### src/rtl/sram_loader_pkg.sv
// Shared types and constants for the boot-time SRAM program loader.
package sram_loader_pkg;

    typedef enum logic [2:0] {
        S_IDLE,
        S_LEN_LO,
        S_LEN_HI,
        S_DATA,
        S_WRITE,
        S_CSUM,
        S_DONE,
        S_ERROR
    } state_t;

    localparam logic [7:0] SYNC_DEFAULT = 8'hA5;
    localparam int         LEN_W        = 16;

endpackage

### src/rtl/sram_loader.sv
// Framed UART byte stream to SRAM word loader; holds the core off the
// SRAM port until a frame with a good checksum has been written.
module sram_loader
    import sram_loader_pkg::*;
#(
    parameter int         WIDTH      = 32,
    parameter int         DEPTH      = 256,
    parameter int         ADDR_WIDTH = $clog2(DEPTH),
    parameter logic [7:0] SYNC       = SYNC_DEFAULT,
    parameter int         TIMEOUT    = 1000000
) (
    input  logic                  clk,
    input  logic                  rst,
    input  logic [7:0]            rx_data,
    input  logic                  rx_valid,
    output logic                  rx_ready,
    output logic [ADDR_WIDTH-1:0] mem_addr,
    output logic [WIDTH-1:0]      mem_wdata,
    output logic                  mem_we,
    output logic                  cpu_hold,
    output logic                  done,
    output logic                  error
);

    localparam int BYTES = WIDTH / 8;
    localparam int BW    = (BYTES > 1) ? $clog2(BYTES) : 1;
    localparam int TW    = $clog2(TIMEOUT + 1);

    localparam logic [LEN_W-1:0] DEPTH_L  = LEN_W'(DEPTH);
    localparam logic [BW-1:0]    LAST_IDX = BW'(BYTES - 1);
    localparam logic [TW-1:0]    TMO_LAST = TW'(TIMEOUT - 1);

    state_t                  state_q, state_d;
    logic                    rx_ready_q, rx_ready_d;
    logic [ADDR_WIDTH-1:0]   addr_q, addr_d;
    logic [WIDTH-1:0]        word_q, word_d;
    logic [BW-1:0]           idx_q, idx_d;
    logic [7:0]              sum_q, sum_d;
    logic [7:0]              len_lo_q, len_lo_d;
    logic [LEN_W-1:0]        len_q, len_d;
    logic [TW-1:0]           tmo_q, tmo_d;
    logic                    error_q, error_d;

    logic                    acc;
    logic                    counting;
    logic                    tmo_hit;
    logic                    last_word;
    logic [LEN_W-1:0]        len_in;

    assign acc      = rx_valid && rx_ready_q;
    assign len_in   = {rx_data, len_lo_q};
    assign counting = (state_q == S_LEN_LO) || (state_q == S_LEN_HI) ||
                      (state_q == S_DATA)   || (state_q == S_CSUM);
    assign tmo_hit  = counting && !acc && (tmo_q == TMO_LAST);
    assign last_word = (LEN_W'(addr_q) + LEN_W'(1)) == len_q;

    always_ff @(posedge clk or posedge rst) begin
        if (rst) begin
            state_q    <= S_IDLE;
            rx_ready_q <= 1'b0;
            addr_q     <= '0;
            word_q     <= '0;
            idx_q      <= '0;
            sum_q      <= '0;
            len_lo_q   <= '0;
            len_q      <= '0;
            tmo_q      <= '0;
            error_q    <= 1'b0;
        end else begin
            state_q    <= state_d;
            rx_ready_q <= rx_ready_d;
            addr_q     <= addr_d;
            word_q     <= word_d;
            idx_q      <= idx_d;
            sum_q      <= sum_d;
            len_lo_q   <= len_lo_d;
            len_q      <= len_d;
            tmo_q      <= tmo_d;
            error_q    <= error_d;
        end
    end

    // A failed frame drops straight back to IDLE; error_q records it.
    always_comb begin
        state_d = state_q;
        unique case (state_q)
            S_IDLE: begin
                if (acc && rx_data == SYNC)
                    state_d = S_LEN_LO;
            end
            S_LEN_LO: begin
                if (tmo_hit)
                    state_d = S_IDLE;
                else if (acc)
                    state_d = S_LEN_HI;
            end
            S_LEN_HI: begin
                if (tmo_hit)
                    state_d = S_IDLE;
                else if (acc) begin
                    if (len_in > DEPTH_L)
                        state_d = S_IDLE;
                    else if (len_in == '0)
                        state_d = S_CSUM;
                    else
                        state_d = S_DATA;
                end
            end
            S_DATA: begin
                if (tmo_hit)
                    state_d = S_IDLE;
                else if (acc && idx_q == LAST_IDX)
                    state_d = S_WRITE;
            end
            S_WRITE: begin
                state_d = last_word ? S_CSUM : S_DATA;
            end
            S_CSUM: begin
                if (tmo_hit)
                    state_d = S_IDLE;
                else if (acc)
                    state_d = (rx_data == sum_q) ? S_DONE : S_IDLE;
            end
            S_DONE: begin
                state_d = S_DONE;
            end
            default: begin
                state_d = S_IDLE;
            end
        endcase
    end

    always_comb begin
        rx_ready_d = (state_d != S_WRITE);
        addr_d     = addr_q;
        word_d     = word_q;
        idx_d      = idx_q;
        sum_d      = sum_q;
        len_lo_d   = len_lo_q;
        len_d      = len_q;
        error_d    = error_q;
        tmo_d      = (!counting || acc) ? '0 : tmo_q + 1'b1;

        if (tmo_hit)
            error_d = 1'b1;

        unique case (state_q)
            S_IDLE: begin
                if (acc && rx_data == SYNC) begin
                    error_d = 1'b0;
                    addr_d  = '0;
                    idx_d   = '0;
                    sum_d   = '0;
                end
            end
            S_LEN_LO: begin
                if (acc) begin
                    len_lo_d = rx_data;
                    sum_d    = sum_q + rx_data;
                end
            end
            S_LEN_HI: begin
                if (acc) begin
                    len_d = len_in;
                    sum_d = sum_q + rx_data;
                    if (len_in > DEPTH_L)
                        error_d = 1'b1;
                end
            end
            S_DATA: begin
                if (acc) begin
                    // First byte of a word ends up in bits 7:0.
                    word_d = (word_q >> 8) |
                             (WIDTH'(rx_data) << (WIDTH - 8));
                    sum_d  = sum_q + rx_data;
                    idx_d  = (idx_q == LAST_IDX) ? '0 : idx_q + 1'b1;
                end
            end
            S_WRITE: begin
                if (!last_word)
                    addr_d = addr_q + 1'b1;
            end
            S_CSUM: begin
                if (acc && rx_data != sum_q)
                    error_d = 1'b1;
            end
            default: begin
            end
        endcase
    end

    always_comb begin
        mem_we    = (state_q == S_WRITE);
        cpu_hold  = (state_q != S_DONE);
        done      = (state_q == S_DONE);
        error     = error_q;
        rx_ready  = rx_ready_q;
        mem_addr  = addr_q;
        mem_wdata = word_q;
    end

endmodule
### config.mk
export PLATFORM = sky130hd
export DESIGN_NAME = sram_loader
export DESIGN_NICKNAME = d
export VERILOG_FILES = /design/src/rtl/sram_loader_pkg.sv /design/src/rtl/sram_loader.sv
export SDC_FILE = /design/constraint.sdc
export NUM_CORES = 1
export LEC_CHECK = 0
export CAP_MARGIN = 5
export CORE_UTILIZATION = 56
export CTS_CLUSTER_DIAMETER = 40
export DETAILED_ROUTE_END_ITERATION = 8
export GPL_TIMING_DRIVEN = 0
export PLACE_DENSITY = 0.91
export RECOVER_POWER = 25
export SYNTH_ARGS = -nofsm -noshare
export SYNTH_HDL_FRONTEND = slang
export SYNTH_SLANG_ARGS = --single-unit
### constraint.sdc
create_clock -name clk -period 3.9 [get_ports clk]
set_clock_uncertainty 0.1 [all_clocks]
set_input_delay 0.78 -clock clk [delete_from_list [all_inputs] [get_ports clk]]
set_output_delay 0.78 -clock clk [all_outputs]
set_load 0.03 [all_outputs]
==> impl_metrics.env, run 1 <==
export IMPL_core_rowCount=33
export IMPL_rr_worst_depth=8
export IMPL_cp_slowest_cell="clkdlybuf4s50_1"
export IMPL_finalNonFillerCells=678
export IMPL_final_core_util_pct=69.9
export IMPL_core_area_mm2=0.00834
export IMPL_synth_edf_count=0
export IMPL_dieArea_mm2=0.00915
export IMPL_drt_wirelength_per_cell_um=17.3
export IMPL_cts_buffer_depth=2
export IMPL_vias=4083
export IMPL_grt_pass1_vias=3995
export IMPL_io_pins=56
export IMPL_clkTransAtPathRegs_ps=120
export IMPL_htree_levels=3
export IMPL_tns_ps=0
export IMPL_busiest_layer="met2"
export IMPL_cts_root_buf="clkbuf_8"
export IMPL_worst_pin_slew_ps=1420
export IMPL_met2_usage_pct=45.0
export IMPL_grt_max_degree=70
export IMPL_ys_ff_latch=99
export IMPL_ys_flop_type="dfrtp_1"
export IMPL_hp_start="mem_wdata[6]"
export IMPL_fin_area_mm2=0.00583
export IMPL_drtPass1Iterations=6
export IMPL_period_minus_slack_ps=3210
export IMPL_clkLatencyLatePin_ps=380
export IMPL_numCtsBuffers=9
export IMPL_cts_setup_buffers=0
export IMPL_peakVddDrop_v=0.000213
export IMPL_rsz0062_at_grt="no"
export IMPL_final_cell_mix="125 x nand2_1, 99 x dfrtp_1, 53 x clkdlybuf4s50_1, 29 x nor2_1, 25 x nand3_1"
export IMPL_required_ps=3020
export IMPL_setup_viol=0
export IMPL_leakage_nw=2.66
export IMPL_r2r_end="mem_addr[3]"
export IMPL_final_hold_viol_count=0
export IMPL_reg2reg_from="mem_addr[0]"
export IMPL_ant_nets=0
export IMPL_power_density_mw_per_mm2=478
export IMPL_path_buf_inv=3
export IMPL_synth_area_mm2=0.00491
export IMPL_nNetsFinal=590
export IMPL_async_flop_share_pct=100
export IMPL_cts_num_sinks=99
export IMPL_multi_input_comb_area_mm2=0.00226
export IMPL_drt_initial_drc_count=287
export IMPL_hold_depth=2
export IMPL_grt_use_total_pct=28.0
export IMPL_relSlewSlack_pct=4.48
export IMPL_arrival_ps=2330
export IMPL_rrSetupSlack_ps=1240
export IMPL_drive_above_1_share_pct=12.0
export IMPL_dp_hpwl_um=7970
export IMPL_start_util_pct=58.9
export IMPL_antenna_found_initial=0
export IMPL_status="finished clean"
export IMPL_total_power_mw=2.78
export IMPL_fmax_mhz=311
export IMPL_die_height_um=95.6
export IMPL_hold_class="flip-flop to flip-flop"
export IMPL_drc_errors=0
export IMPL_place_area_mm2=0.00562
export IMPL_seq_area_mm2=0.00248
export IMPL_placedCellCount=662
export IMPL_synth_nets=523
export IMPL_path_max_fanout=10
export IMPL_area_delta_synth_final_pct=18.7
export IMPL_min_period_over_period_pct=82.4
export IMPL_synth_cells=501
export IMPL_crit_family="buffers and inverters"
export IMPL_critPathLaunchType="flip-flop"
export IMPL_ys_warn_count=0
export IMPL_cts_resized=0
export IMPL_grt_first_pass_wirelength_um=19300
export IMPL_worst_setup_path_type="flip-flop to output port"
export IMPL_io_buffers=55
export IMPL_min_to="mem_wdata[6]"
export IMPL_drv_cap=0
export IMPL_slew_viol_final=0
export IMPL_place_congestion=0.919
export IMPL_synth_seq_area_share_pct=50.4
export IMPL_syn_avg_cell_area_um2=9.80
export IMPL_cp_end_kind="output port"
export IMPL_overflow=0
export IMPL_nFillCells=586
export IMPL_cp_cell_sequence="buf_4, or2b_2, or2_2, inv_1, clkdlybuf4s50_1"
export IMPL_die_w_um=95.6
export IMPL_grtUsageMet1_pct=36.6
export IMPL_ctsHoldBuffers=0
export IMPL_via_per_inst=6.02
export IMPL_yosysUniqueCellTypes=63
export IMPL_grt_use_met3_pct=5.58
export IMPL_layout_commonest_cell="nand2_1"
export IMPL_tritoncts="yes"
export IMPL_cpPeakStageDelay_ps=660
export IMPL_antenna_cells=0
export IMPL_finalWirelength_um=11700
==> tightest hold or removal path: cells and delay by family, from the launching register on <==
| kind | cells | cell delay, ps |
|---|---|---|
| flops | 1 | 370 |
| simple gates | 2 | 110 |
==> metrics by stage <==
step,setup slack [ps],hold WS (ps)
2_1_floorplan,430,354
3_3_place_gp,-875,358
3_5_place_dp,570,372
4_1_cts,687,399
5_1_grt,619,430
6_report,685,395
==> cells in the mapped netlist (3+ instances only) <==
master | number | area (um2)
nor2b_1 | 3 | 18.8
o31ai_1 | 3 | 22.5
ha_1 | 10 | 125
nand4_1 | 6 | 37.5
o21ai_0 | 16 | 80.1
a21oi_1 | 8 | 40.0
nand3_1 | 25 | 125
nor4_1 | 8 | 50.1
or3_1 | 6 | 37.5
mux2_2 | 23 | 259
nand2_1 | 125 | 469
nor3_1 | 9 | 45.0
buf_4 | 7 | 52.6
buf_2 | 3 | 15.0
nand2b_1 | 3 | 18.8
nor2_1 | 29 | 109
xnor2_1 | 13 | 114
clkbuf_1 | 10 | 37.5
mux2i_1 | 3 | 30.0
inv_1 | 12 | 45.0
and3_1 | 6 | 37.5
xor2_1 | 19 | 166
nor3_2 | 3 | 30.0
dfrtp_1 | 99 | 2480
==> power by group <==
group	internal (mW)	total, mW	switching, mW
combinational	0.368	0.791	0.423
sequential	1.20	1.33	0.132
clock	0.255	0.659	0.404
==> layer usage <==
layer	part of all wire, %	wire length, um
met2	48	5630
met3	6.1	709
met4	4.1	482
met5	0	0
met1	42	4880
==> state kept, by name, summed over array words and instances, names as in the netlist <==
name       cells
len_q         16
tmo_q         20
mem_wdata     32
len_lo_q       8
error          1
sum_q          8
mem_addr       8
idx_q          2
rx_ready       1
state_q        3
==> how the worst max path moves through the flow <==
stage           endpoint  slack (ps)  startpoint  depth (start not counted)
6_report            done         690  state_q[0]                          5
5_1_grt             done         620  state_q[0]                          5
4_1_cts             done         690  state_q[0]                          5
3_5_place_dp    sum_q[7]         570  rx_data[1]                          8
3_3_place_gp   len_q[15]        -870         rst                          2
2_1_floorplan      error         430         rst                          1
==> cell type report <==
cell class | instances | share of cell area (%)
Tap cell | 105 | 2.25
Buffer | 22 | 2.19
Inverter | 13 | 0.859
Multi-Input combinational cell | 367 | 38.7
Timing Repair Buffer | 56 | 9.92
Sequential cell | 99 | 42.5
Clock inverter | 7 | 1.44
Clock buffer | 9 | 2.12
==> kinds of logic after synthesis <==
logic type / count (synthesis) / share of synthesized area [%]
compound gates: 56 / 8.33
xor+xnor: 32 / 5.71
fa+ha+maj: 11 / 2.96
buf+inv: 35 / 3.59
flops: 99 / 50.4
mux: 26 / 5.89
simple gates: 242 / 23.1
(Power assumes the default switching activity.)
==> inputs of run 2 (changes only) <==
Settings changed: CORE_UTILIZATION 56 to 51, PLACE_DENSITY 0.91 to 0.87.
Clock period 3.9 ns to 2.84 ns, I/O delays scaled along.
==> run 2 against run 1 <==
  * Combinational power rose by 35%
  * Power rose by 43%
  * Sequential power rose by 38%
  * Count of clock-buffer cells in the layout rose by 1
  * Design area rose by 1.4%
  * Final cell count rose by 4.1%
  * Critical endpoint is now state_q[1]
  * Wire length fell by 4.5%
  * Setup slack got worse by 600 ps
  * Worst hold slack got worse by 15 ps
  * First-iteration DRC count rose by 15%
  * Critical path depth rose by 2
==> impl_metrics.env, run 2 (synthesis gave the netlist of run 1 again) <==
export IMPL_vias=4022
export IMPL_clkTransAtPathRegs_ps=90
export IMPL_place_area_mm2=0.00567
export IMPL_fin_area_mm2=0.00591
export IMPL_dieArea_mm2=0.0100
export IMPL_cts_buffer_depth=2
export IMPL_die_w_um=100
export IMPL_arrival_ps=2930
export IMPL_clkLatencyLatePin_ps=350
export IMPL_drt_wirelength_per_cell_um=15.8
export IMPL_cts_num_sinks=99
export IMPL_slew_viol_final=0
export IMPL_antenna_cells=0
export IMPL_tritoncts="yes"
export IMPL_core_rowCount=35
export IMPL_drc_errors=0
export IMPL_core_area_mm2=0.00928
export IMPL_overflow=0
export IMPL_via_per_inst=5.70
export IMPL_worst_setup_path_type="primary input to flip-flop"
export IMPL_path_buf_inv=1
export IMPL_power_density_mw_per_mm2=673
export IMPL_cp_end_kind="flip-flop"
export IMPL_min_period_over_period_pct=96.9
export IMPL_grt_pass1_vias=3903
export IMPL_final_hold_viol_count=0
export IMPL_io_pins=56
export IMPL_peakVddDrop_v=0.000352
export IMPL_cp_cell_sequence="clkdlybuf4s50_1, or4_1, or4_1, nor3_1, a22o_1, a311oi_1, o211ai_2"
export IMPL_numCtsBuffers=9
export IMPL_setup_ws_ps=87.4
export IMPL_cts_root_buf="clkbuf_8"
export IMPL_relSlewSlack_pct=35.7
export IMPL_grt_first_pass_wirelength_um=18700
export IMPL_drv_cap=0
export IMPL_start_util_pct=52.9
export IMPL_path_max_fanout=5
export IMPL_grt_use_total_pct=23.8
export IMPL_finalWirelength_um=11200
export IMPL_period_minus_slack_ps=2750
export IMPL_fmax_mhz=363
export IMPL_largest_register_ffs=32
export IMPL_dp_hpwl_um=8090
export IMPL_critPathLaunchType="primary input"
export IMPL_layout_commonest_cell="nand2_1"
export IMPL_htree_levels=3
export IMPL_final_cell_mix="125 x nand2_1, 99 x dfrtp_1, 50 x clkdlybuf4s50_1, 29 x nor2_1, 25 x nand3_1"
export IMPL_ctsHoldBuffers=0
export IMPL_io_buffers=55
export IMPL_drtPass1Iterations=8
export IMPL_drt_initial_drc_count=331
export IMPL_required_ps=3020
export IMPL_drive_above_1_share_pct=12.5
export IMPL_status="finished clean"
export IMPL_grt_max_degree=45
export IMPL_area_delta_synth_final_pct=20.4
export IMPL_cpMostUsedCell="or4_1"
export IMPL_hold_class="flip-flop to flip-flop"
export IMPL_cp_slowest_cell="or4_1"
export IMPL_nNetsFinal=594
export IMPL_cpPeakStageDelay_ps=590
export IMPL_setup_viol=0
export IMPL_crit_family="simple AND/OR/NAND/NOR gates"
export IMPL_place_congestion=0.869
export IMPL_worst_pin_slew_ps=959
export IMPL_die_height_um=100
export IMPL_ant_nets=0
export IMPL_leakage_nw=2.71
export IMPL_antenna_found_initial=0
export IMPL_place_ws_ps=-260
export IMPL_hold_worst_slack_ps=381
[run 2: worst reg2reg max path, cell delays in order (launching register included)]
cell,delay (ps)
dfrtp_1,470
ha_1,330
nand3_1,190
nor3b_1,290
o311ai_2,170
a2111oi_4,470
buf_4,180
nor4_1,40
a311o_1,320
[run 2: what timing repair did]
| item | 4_1_cts | 5_1_grt |
|---|---|---|
| endpoints found under the hold margin | 0 | 0 |
| pin swaps | 0 | 1 |
| endpoints found under the setup margin | 2 | 11 |
| resized for setup | 2 | 1 |
| buffers inserted | 0 | 3 |
[run 2: layout make-up]
type / count / area [um2]
inverter: 13 / 50.0
fill: 712 / 3370
clock inverter: 6 / 111
sequential: 99 / 2480
buffer: 22 / 128
clock buffer: 10 / 128
timing repair buffer: 60 / 598
tap: 129 / 161
multi-input combinational: 367 / 2260
[run 2: stage by stage]
stage | std cells | TNS (ps) | power [mW] | util [%]
2_1_floorplan | 501 | 0 | 2.62 | -
3_3_place_gp | 685 | -494 | 2.83 | 60.6
3_5_place_dp | 687 | -920 | 2.91 | 61.0
4_1_cts | 703 | 0 | 3.98 | 63.6
5_1_grt | 706 | -36.7 | 4.18 | 63.7
6_report | 706 | 0 | 3.98 | 63.7
[run 2: per-layer routing]
metal  global-route usage (%)  vias to the layer above  share of wire [%]
met5                        0                        -                  0
met4                     8.03                        0                1.7
met3                     4.18                       29                6.1
met2                     39.7                      168                 48
met1                     31.6                     1953                 44
li1                         -                     1872                  -
[run 2: power breakdown]
part	switching [mW]	internal (mW)	total, mW
Combinational	0.563	0.504	1.07
Sequential	0.183	1.65	1.84
Clock	0.487	0.588	1.07
[run 2: worst paths after layout]
kind	from	end	slack, ps	depth (start not counted)
setup / recovery	rx_data[3]	state_q[1]	90	7
hold / removal	mem_wdata[6]	mem_wdata[6]	380	2
setup reg to reg	mem_addr[0]	mem_addr[7]	180	8
hold reg to reg	mem_wdata[6]	mem_wdata[6]	380	2
max in group asynchronous	rst	len_lo_q[1]	400	4
min in group asynchronous	rst	tmo_q[4]	710	2
